### src/rtl/posit_op_arbiter.sv
// posit_op_arbiter: two-requester front end for a combinational posit unit.
// Grants one operation at a time, waits for the unit to settle, returns the result.
module posit_op_arbiter #(
    parameter int DATA_W     = 16,
    parameter int SETTLE_CYC = 2
) (
    input  logic              clk,
    input  logic              rst,
    input  logic [1:0]        req_valid,
    output logic [1:0]        req_ready,
    input  logic [2*DATA_W-1:0] req_op1,
    input  logic [2*DATA_W-1:0] req_op2,
    output logic [DATA_W-1:0] pu_in_1,
    output logic [DATA_W-1:0] pu_in_2,
    input  logic [DATA_W-1:0] pu_res,
    output logic              rsp_valid,
    input  logic              rsp_ready,
    output logic              rsp_id,
    output logic [DATA_W-1:0] rsp_data,
    output logic              busy,
    output logic [7:0]        ops_done
);

    typedef enum logic [1:0] {
        IDLE   = 2'd0,
        SETTLE = 2'd1,
        RESP   = 2'd2
    } state_t;

    // Counter starts at SETTLE_CYC-1 so SETTLE lasts exactly SETTLE_CYC cycles.
    localparam logic [3:0] CNT_LOAD = 4'(SETTLE_CYC - 1);

    state_t            state_q, state_d;
    logic [3:0]        cnt_q, cnt_d;
    logic [DATA_W-1:0] op1_q, op1_d;
    logic [DATA_W-1:0] op2_q, op2_d;
    logic              id_q, id_d;
    logic [DATA_W-1:0] data_q, data_d;
    logic              last_q, last_d;
    logic [7:0]        ops_q, ops_d;
    logic              win_id;

    // Winner: lone requester wins; on a tie the one not granted last wins.
    always_comb begin
        win_id = 1'b0;
        unique case (req_valid)
            2'b01:   win_id = 1'b0;
            2'b10:   win_id = 1'b1;
            2'b11:   win_id = ~last_q;
            default: win_id = 1'b0;
        endcase
    end

    // Next-state, grant and datapath capture.
    always_comb begin
        state_d   = state_q;
        cnt_d     = cnt_q;
        op1_d     = op1_q;
        op2_d     = op2_q;
        id_d      = id_q;
        data_d    = data_q;
        last_d    = last_q;
        ops_d     = ops_q;
        req_ready = 2'b00;
        unique case (state_q)
            IDLE: begin
                if (|req_valid && !rst) begin
                    req_ready = win_id ? 2'b10 : 2'b01;
                    op1_d     = win_id ? req_op1[2*DATA_W-1:DATA_W]
                                       : req_op1[DATA_W-1:0];
                    op2_d     = win_id ? req_op2[2*DATA_W-1:DATA_W]
                                       : req_op2[DATA_W-1:0];
                    id_d      = win_id;
                    cnt_d     = CNT_LOAD;
                    state_d   = SETTLE;
                end
            end
            SETTLE: begin
                if (cnt_q != 4'd0) begin
                    cnt_d = cnt_q - 4'd1;
                end else begin
                    data_d  = pu_res;
                    state_d = RESP;
                end
            end
            RESP: begin
                if (rsp_ready) begin
                    last_d  = id_q;
                    ops_d   = ops_q + 8'd1;
                    state_d = IDLE;
                end
            end
            default: state_d = IDLE;
        endcase
    end

    // State and datapath registers with synchronous reset.
    always_ff @(posedge clk) begin
        if (rst) begin
            state_q <= IDLE;
            cnt_q   <= 4'd0;
            op1_q   <= '0;
            op2_q   <= '0;
            id_q    <= 1'b0;
            data_q  <= '0;
            last_q  <= 1'b1;
            ops_q   <= 8'd0;
        end else begin
            state_q <= state_d;
            cnt_q   <= cnt_d;
            op1_q   <= op1_d;
            op2_q   <= op2_d;
            id_q    <= id_d;
            data_q  <= data_d;
            last_q  <= last_d;
            ops_q   <= ops_d;
        end
    end

    assign pu_in_1   = op1_q;
    assign pu_in_2   = op2_q;
    assign rsp_valid = (state_q == RESP);
    assign rsp_id    = id_q;
    assign rsp_data  = data_q;
    assign busy      = (state_q != IDLE);
    assign ops_done  = ops_q;

endmodule
### config.mk
export PLATFORM = sky130hd
export DESIGN_NAME = posit_op_arbiter
export DESIGN_NICKNAME = d
export VERILOG_FILES = /design/src/rtl/posit_op_arbiter.sv
export SDC_FILE = /design/constraint.sdc
export NUM_CORES = 1
export LEC_CHECK = 0
export BUFFER_PORTS_ARGS = -buffer_cell sky130_fd_sc_hd__buf_4
export CORE_MARGIN = 5
export CORE_UTILIZATION = 30
export CTS_BUF_LIST = sky130_fd_sc_hd__clkbuf_8
export DETAILED_ROUTE_END_ITERATION = 8
export GPL_TIMING_DRIVEN = 0
export PLACE_DENSITY_LB_ADDON = 0.12
export RECOVER_POWER = 50
export SYNTH_ARGS = -nofsm -noshare
export SYNTH_HDL_FRONTEND = slang
export SYNTH_SLANG_ARGS = --single-unit
### constraint.sdc
create_clock -name clk -period 1.7 [get_ports clk]
set_input_delay 0.34 -clock clk [delete_from_list [all_inputs] [get_ports clk]]
set_output_delay 0.34 -clock clk [all_outputs]
set_load 0.01 [all_outputs]
==> results.cfg, run 1 <==
[critical_path]
worstPathArrival_ps = 1440
cp-end-kind = primary output
r2r_cells = 7
crit_type = register to primary output
cp.required_ps = 1360
critPathLaunchType = register
worst-path-max-fanout = 4

[timing]
final.setup.tns_ps = -150.7
worst_slack_ps = -80.12
rsz0062_at_grt = yes
max-slew-margin-rel = 0.5071
setup_viol = 2
finalCritPeriodShare = 1.047
slew_viol_final = 0
finalCriticalPeriod_ps = 1780
worst_pin_slew_ps = 739.3
hold_viol_final = 0
skew_ps = 10.50
fmax_mhz = 561.8

[worst_hold_path]
min_path_cells = 3
hold_path.class = input pin to register

[drt]
antenna_left = 0
wire_per_inst_microns = 13.97
wl_met2_microns = 4274
wl_met1_microns = 3791
top_layer = met4
first_iter_violations = 91
drcViolationCount = 0
via_per_inst = 4.485
drt_wl_total_microns = 8930
drt-pass1-iter-count = 4
route.met3.wl_microns = 701
vias = 2866

[clocking]
cts_tree = built
cts_root_buffer = clkbuf_8
htree_num_levels = 3
cts_buffer_depth = 2
numCtsBuffers = 9
clkTransAtPathRegs_ps = 80
clk_latency_ps = 340
clock-sinks = 64

[synth]
synthesis.instances = 341
syn_area_sq_um = 2968
yosys.area.top_type = dfxtp_1
synthMuxAreaShare = 0.003373
yosysUniqueCellTypes = 36
synth_top_family_by_area = simple AND/OR/NAND/NOR gates
synthFlopType = dfxtp_1
ys_top_cells_by_count = 105 x nand2_1, 64 x dfxtp_1, 44 x nor2_1
async_flop_share = 0
seq_area_frac_synth = 0.4317
synth_most_common_cell = nand2_1
synthSimpleGateAreaFrac = 0.2610
synth-compound-area-share = 0.2099
synth_fp_nets = 428
synth_area_per_cell_sq_um = 8.703
synth_area_leaders = dfxtp_1 43%, a311oi_2 16%, nand2_1 13%
synthXorXnorAreaFrac = 0.01771
synth-edff-count = 0
synth_fa_ha_area_frac = 0.008432
yosysWarnings = 0
netlist.area_leader.share = 0.4317
ys_ff_latch = 64

[power]
p_leak_nw = 1.721
power_density_nw_per_um2 = 986.5
power_mw = 4.209
ir_drop_v = 0.0002896

[floorplanning]
initial_core_util = 0.3050
die_w_microns = 109.5
dieArea_sq_um = 11980
coreArea_sq_um = 9729
ios = 146
die_h_microns = 109.5
row_count = 36

[cells_and_area]
nNetsFinal = 588
area_growth_pct = 43.76
diodes = 0
fillers = 1047
stdcell_count = 639
final_util = 0.4385
post_route_cells_drive_above_1_share = 0.3340

[placement]
io_buffer_count = 145
hpwlAfterDp_microns = 6717
gp_congestion = 0.8019
dpl.cell_count = 619

[global_routing]
grt_pass1_vias = 2767
grt_pass1_wl_microns = 13540
grt_max_degree = 17
gr-total-overflow = 0
antenna_found_initial = 0
track_usage = 0.1459

[job]
drv_cap = 0

[outcome]
violations = negative setup slack
status = complete, but fails checks
==> critical path, stage by stage, from the launching register on <==
cell	delay, ps
dfxtp_2	320
or2_4	240
or2_4	260
nor3_4	150
buf_6	130
==> metrics by stage <==
stage / hold slack (ps) / cell area (sq um) / setup WS [ps]
5_1_grt: 218.0 / 4267 / -171.7
4_1_cts: 219.9 / 4458 / -149.5
3_3_place_gp: 444.9 / 4223 / -100.8
2_1_floorplan: 437.7 / 2968 / 177.5
6_report: 243.8 / 4267 / -80.12
3_5_place_dp: 447.4 / 4223 / -121.1
==> sequential cells by signal (all words and copies together), names as in the netlist <==
signal	count
cnt_q	4
last_q	1
ops_done	8
pu_in_1	16
pu_in_2	16
rsp_data	16
rsp_id	1
state_q	2
==> area by class of cell <==
| class | count | area (sq um) | area share |
|---|---|---|---|
| Sequential cell | 64 | 1284 | 0.3009 |
| Inverter | 2 | 7.507 | 0.001760 |
| Timing Repair Buffer | 150 | 915.9 | 0.2147 |
| Buffer | 26 | 198.9 | 0.04663 |
| Tap cell | 133 | 166.4 | 0.03900 |
| Clock inverter | 6 | 43.79 | 0.01026 |
| Multi-Input combinational cell | 248 | 1513 | 0.3545 |
| Clock buffer | 10 | 137.6 | 0.03226 |
==> layer usage <==
| metal | global-route usage | vias up |
|---|---|---|
| li1 | - | 1478 |
| met1 | 0.1742 | 1282 |
| met2 | 0.2411 | 94 |
| met3 | 0.04404 | 12 |
| met4 | 0.06500 | 0 |
| met5 | 0 | - |
==> final timing paths <==
kind | end | startpoint | slack, ps
min | rsp_data[1] | pu_res[1] | 240
min reg2reg | rsp_data[13] | rsp_data[13] | 450
max reg2reg | cnt_q[1] | cnt_q[0] | 160
max | req_ready[0] | state_q[0] | -80
==> kinds of logic (layout without fill, tap and decap cells) <==
family,after synthesis,count (layout)
simple gates,181,181
flops,64,64
buf+inv,29,194
xor+xnor,6,6
fa+ha+maj,2,2
mux,1,1
compound gates,58,58
==> cells in the final DEF, fill, tap and decap left out, types with 2 or more instances in the layout <==
master and instances:
or3_1 3, nor2b_1 4, nand2_1 104, dfxtp_2 2
nand2b_1 3, clkbuf_8 11, buf_1 2, xnor2_1 3
a21oi_1 21, buf_2 3, nor3_1 5, clkinvlp_4 4
nor2_1 44, xor2_1 3, clkbuf_1 64, nand3b_1 3
nand4_1 3, a311oi_2 32, buf_6 8, or2_4 2
ha_1 2, inv_1 2, dfxtp_1 62, buf_4 97
==> timing repair <==
| item | in CTS | in global routing |
|---|---|---|
| hold buffers | 0 | 0 |
| setup endpoints to repair | 2 | 7 |
| pin swaps | 3 | 1 |
| buffers inserted | 4 | 1 |
| resized for setup | 10 | 5 |
==> where the power goes <==
group	total, mW	internal (mW)	switching, mW
logic	1.25	0.578	0.667
clock network	1.20	0.570	0.633
registers	1.76	1.67	0.0886
No activity file was read; power rests on OpenSTA's default activity.
==> run 2, diff against run 1 <==
Settings changed: MAX_ROUTING_LAYER set to met4, REMOVE_ABC_BUFFERS set to 1.
==> results.cfg, run 2 (synthesis results as in run 1) <==
[timing]
final.setup.tns_ps = -231.0
fmax_mhz = 550.2
worst_slack_ps = -117.5
skew_ps = 11.03
rsz0062_at_grt = yes
hold_viol_final = 0
max-slew-margin-rel = 0.3611
slew_viol_final = 0
worst_pin_slew_ps = 958.4
finalCritPeriodShare = 1.069
setup_viol = 2
finalCriticalPeriod_ps = 1817

[floorplanning]
dieArea_sq_um = 11980
coreArea_sq_um = 9729
die_w_microns = 109.5
die_h_microns = 109.5
ios = 146
initial_core_util = 0.3050
row_count = 36

[drt]
first_iter_violations = 99
drcViolationCount = 0
drt-pass1-iter-count = 4
antenna_left = 0
via_per_inst = 4.505
vias = 2775
wire_per_inst_microns = 13.72
drt_wl_total_microns = 8454

[critical_path]
rrSetupSlack_ps = 30
worstPathArrival_ps = 1480
critPathLaunchType = register
worst-path-max-fanout = 5
crit_type = register to primary output
cp.required_ps = 1360
cp-end-kind = primary output

[cells_and_area]
post_route_cells_drive_above_1_share = 0.4451
diodes = 0
nNetsFinal = 565
final_common_cell = buf_4
final_cell_mix = 146 x buf_4, 103 x nand2_1, 63 x dfxtp_1
fillers = 960
area_growth_pct = 50.00
design_area_sq_um = 4452

[clocking]
ctsHoldBuffers = 0
numCtsBuffers = 9
clk_latency_ps = 330
cts_root_buffer = clkbuf_8
clock-sinks = 64
htree_num_levels = 3
cts_buffer_depth = 2
cts_tree = built
clkTransAtPathRegs_ps = 80

[placement]
gp_congestion = 0.6714
place_ws_ps = -576.8
hpwlAfterDp_microns = 5379
io_buffer_count = 145
place_area_sq_um = 4049

[worst_hold_path]
hold_path.class = input pin to register

[global_routing]
track_usage = 0.1452
grt_pass1_wl_microns = 13340
grt_max_degree = 68
grt_pass1_vias = 2819
gr-total-overflow = 0
antenna_found_initial = 0

[job]
drv_cap = 0

[outcome]
status = complete, but fails checks
violations = negative setup slack

[power]
p_leak_nw = 1.940
ir_drop_v = 0.0004676
power_mw = 4.732
power_density_nw_per_um2 = 1063
[run 2: routing by layer]
| metal | global-route usage | part of all wire | vias to the layer above |
|---|---|---|---|
| met4 | 0.05076 | 0.012 | 0 |
| li1 | - | - | 1431 |
| met3 | 0.04756 | 0.088 | 8 |
| met1 | 0.1800 | 0.46 | 1235 |
| met2 | 0.2219 | 0.44 | 101 |
| met5 | - | 0 | - |
[run 2: report_power, final]
part,internal (mW),switching (mW)
sequential,1.67,0.0914
combinational,0.650,0.662
clock,1.05,0.605
total,3.37,1.36
[run 2: final cells by class]
class                   instances  area [sq um]  area share
clock inverters                 5         102.6     0.02305
inverters                       2         7.507    0.001686
repair buffers                151          1179      0.2648
clock buffers                  11         151.4     0.03401
flip-flops and latches         64          1282      0.2881
well taps                     133         166.4     0.03738
multi-input cells             250          1563      0.3510
[run 2: worst paths after layout]
kind | from | end | cells after the start
max | state_q[0] | req_ready[0] | 4
min | pu_res[15] | rsp_data[15] | 3
max reg2reg | state_q[0] | cnt_q[1] | 5
min reg2reg | rsp_data[10] | rsp_data[10] | 2
[run 2: worst max-delay path, stage by stage (launching register included)]
cell and delay, ps:
dfxtp_2 330, or2_4 280, or2_4 280, nor3_4 140, buf_6 130
[run 2: per-stage QoR]
step                std cells  utilization  hold slack [ps]
global route              616       0.4576            236.0
floorplan                 314            -            402.4
global placement          592       0.4141            443.2
finish                    616       0.4576            247.5
CTS                       615       0.4536            229.5
detailed placement        593       0.4162            448.0
[run 2: timing repair]
item                                    4_1_cts  5_1_grt
endpoints found under the setup margin       56        4
gates cloned                                  1        1
pin swaps                                     4        1
resized for setup                            13        6
setup buffers                                 5        0
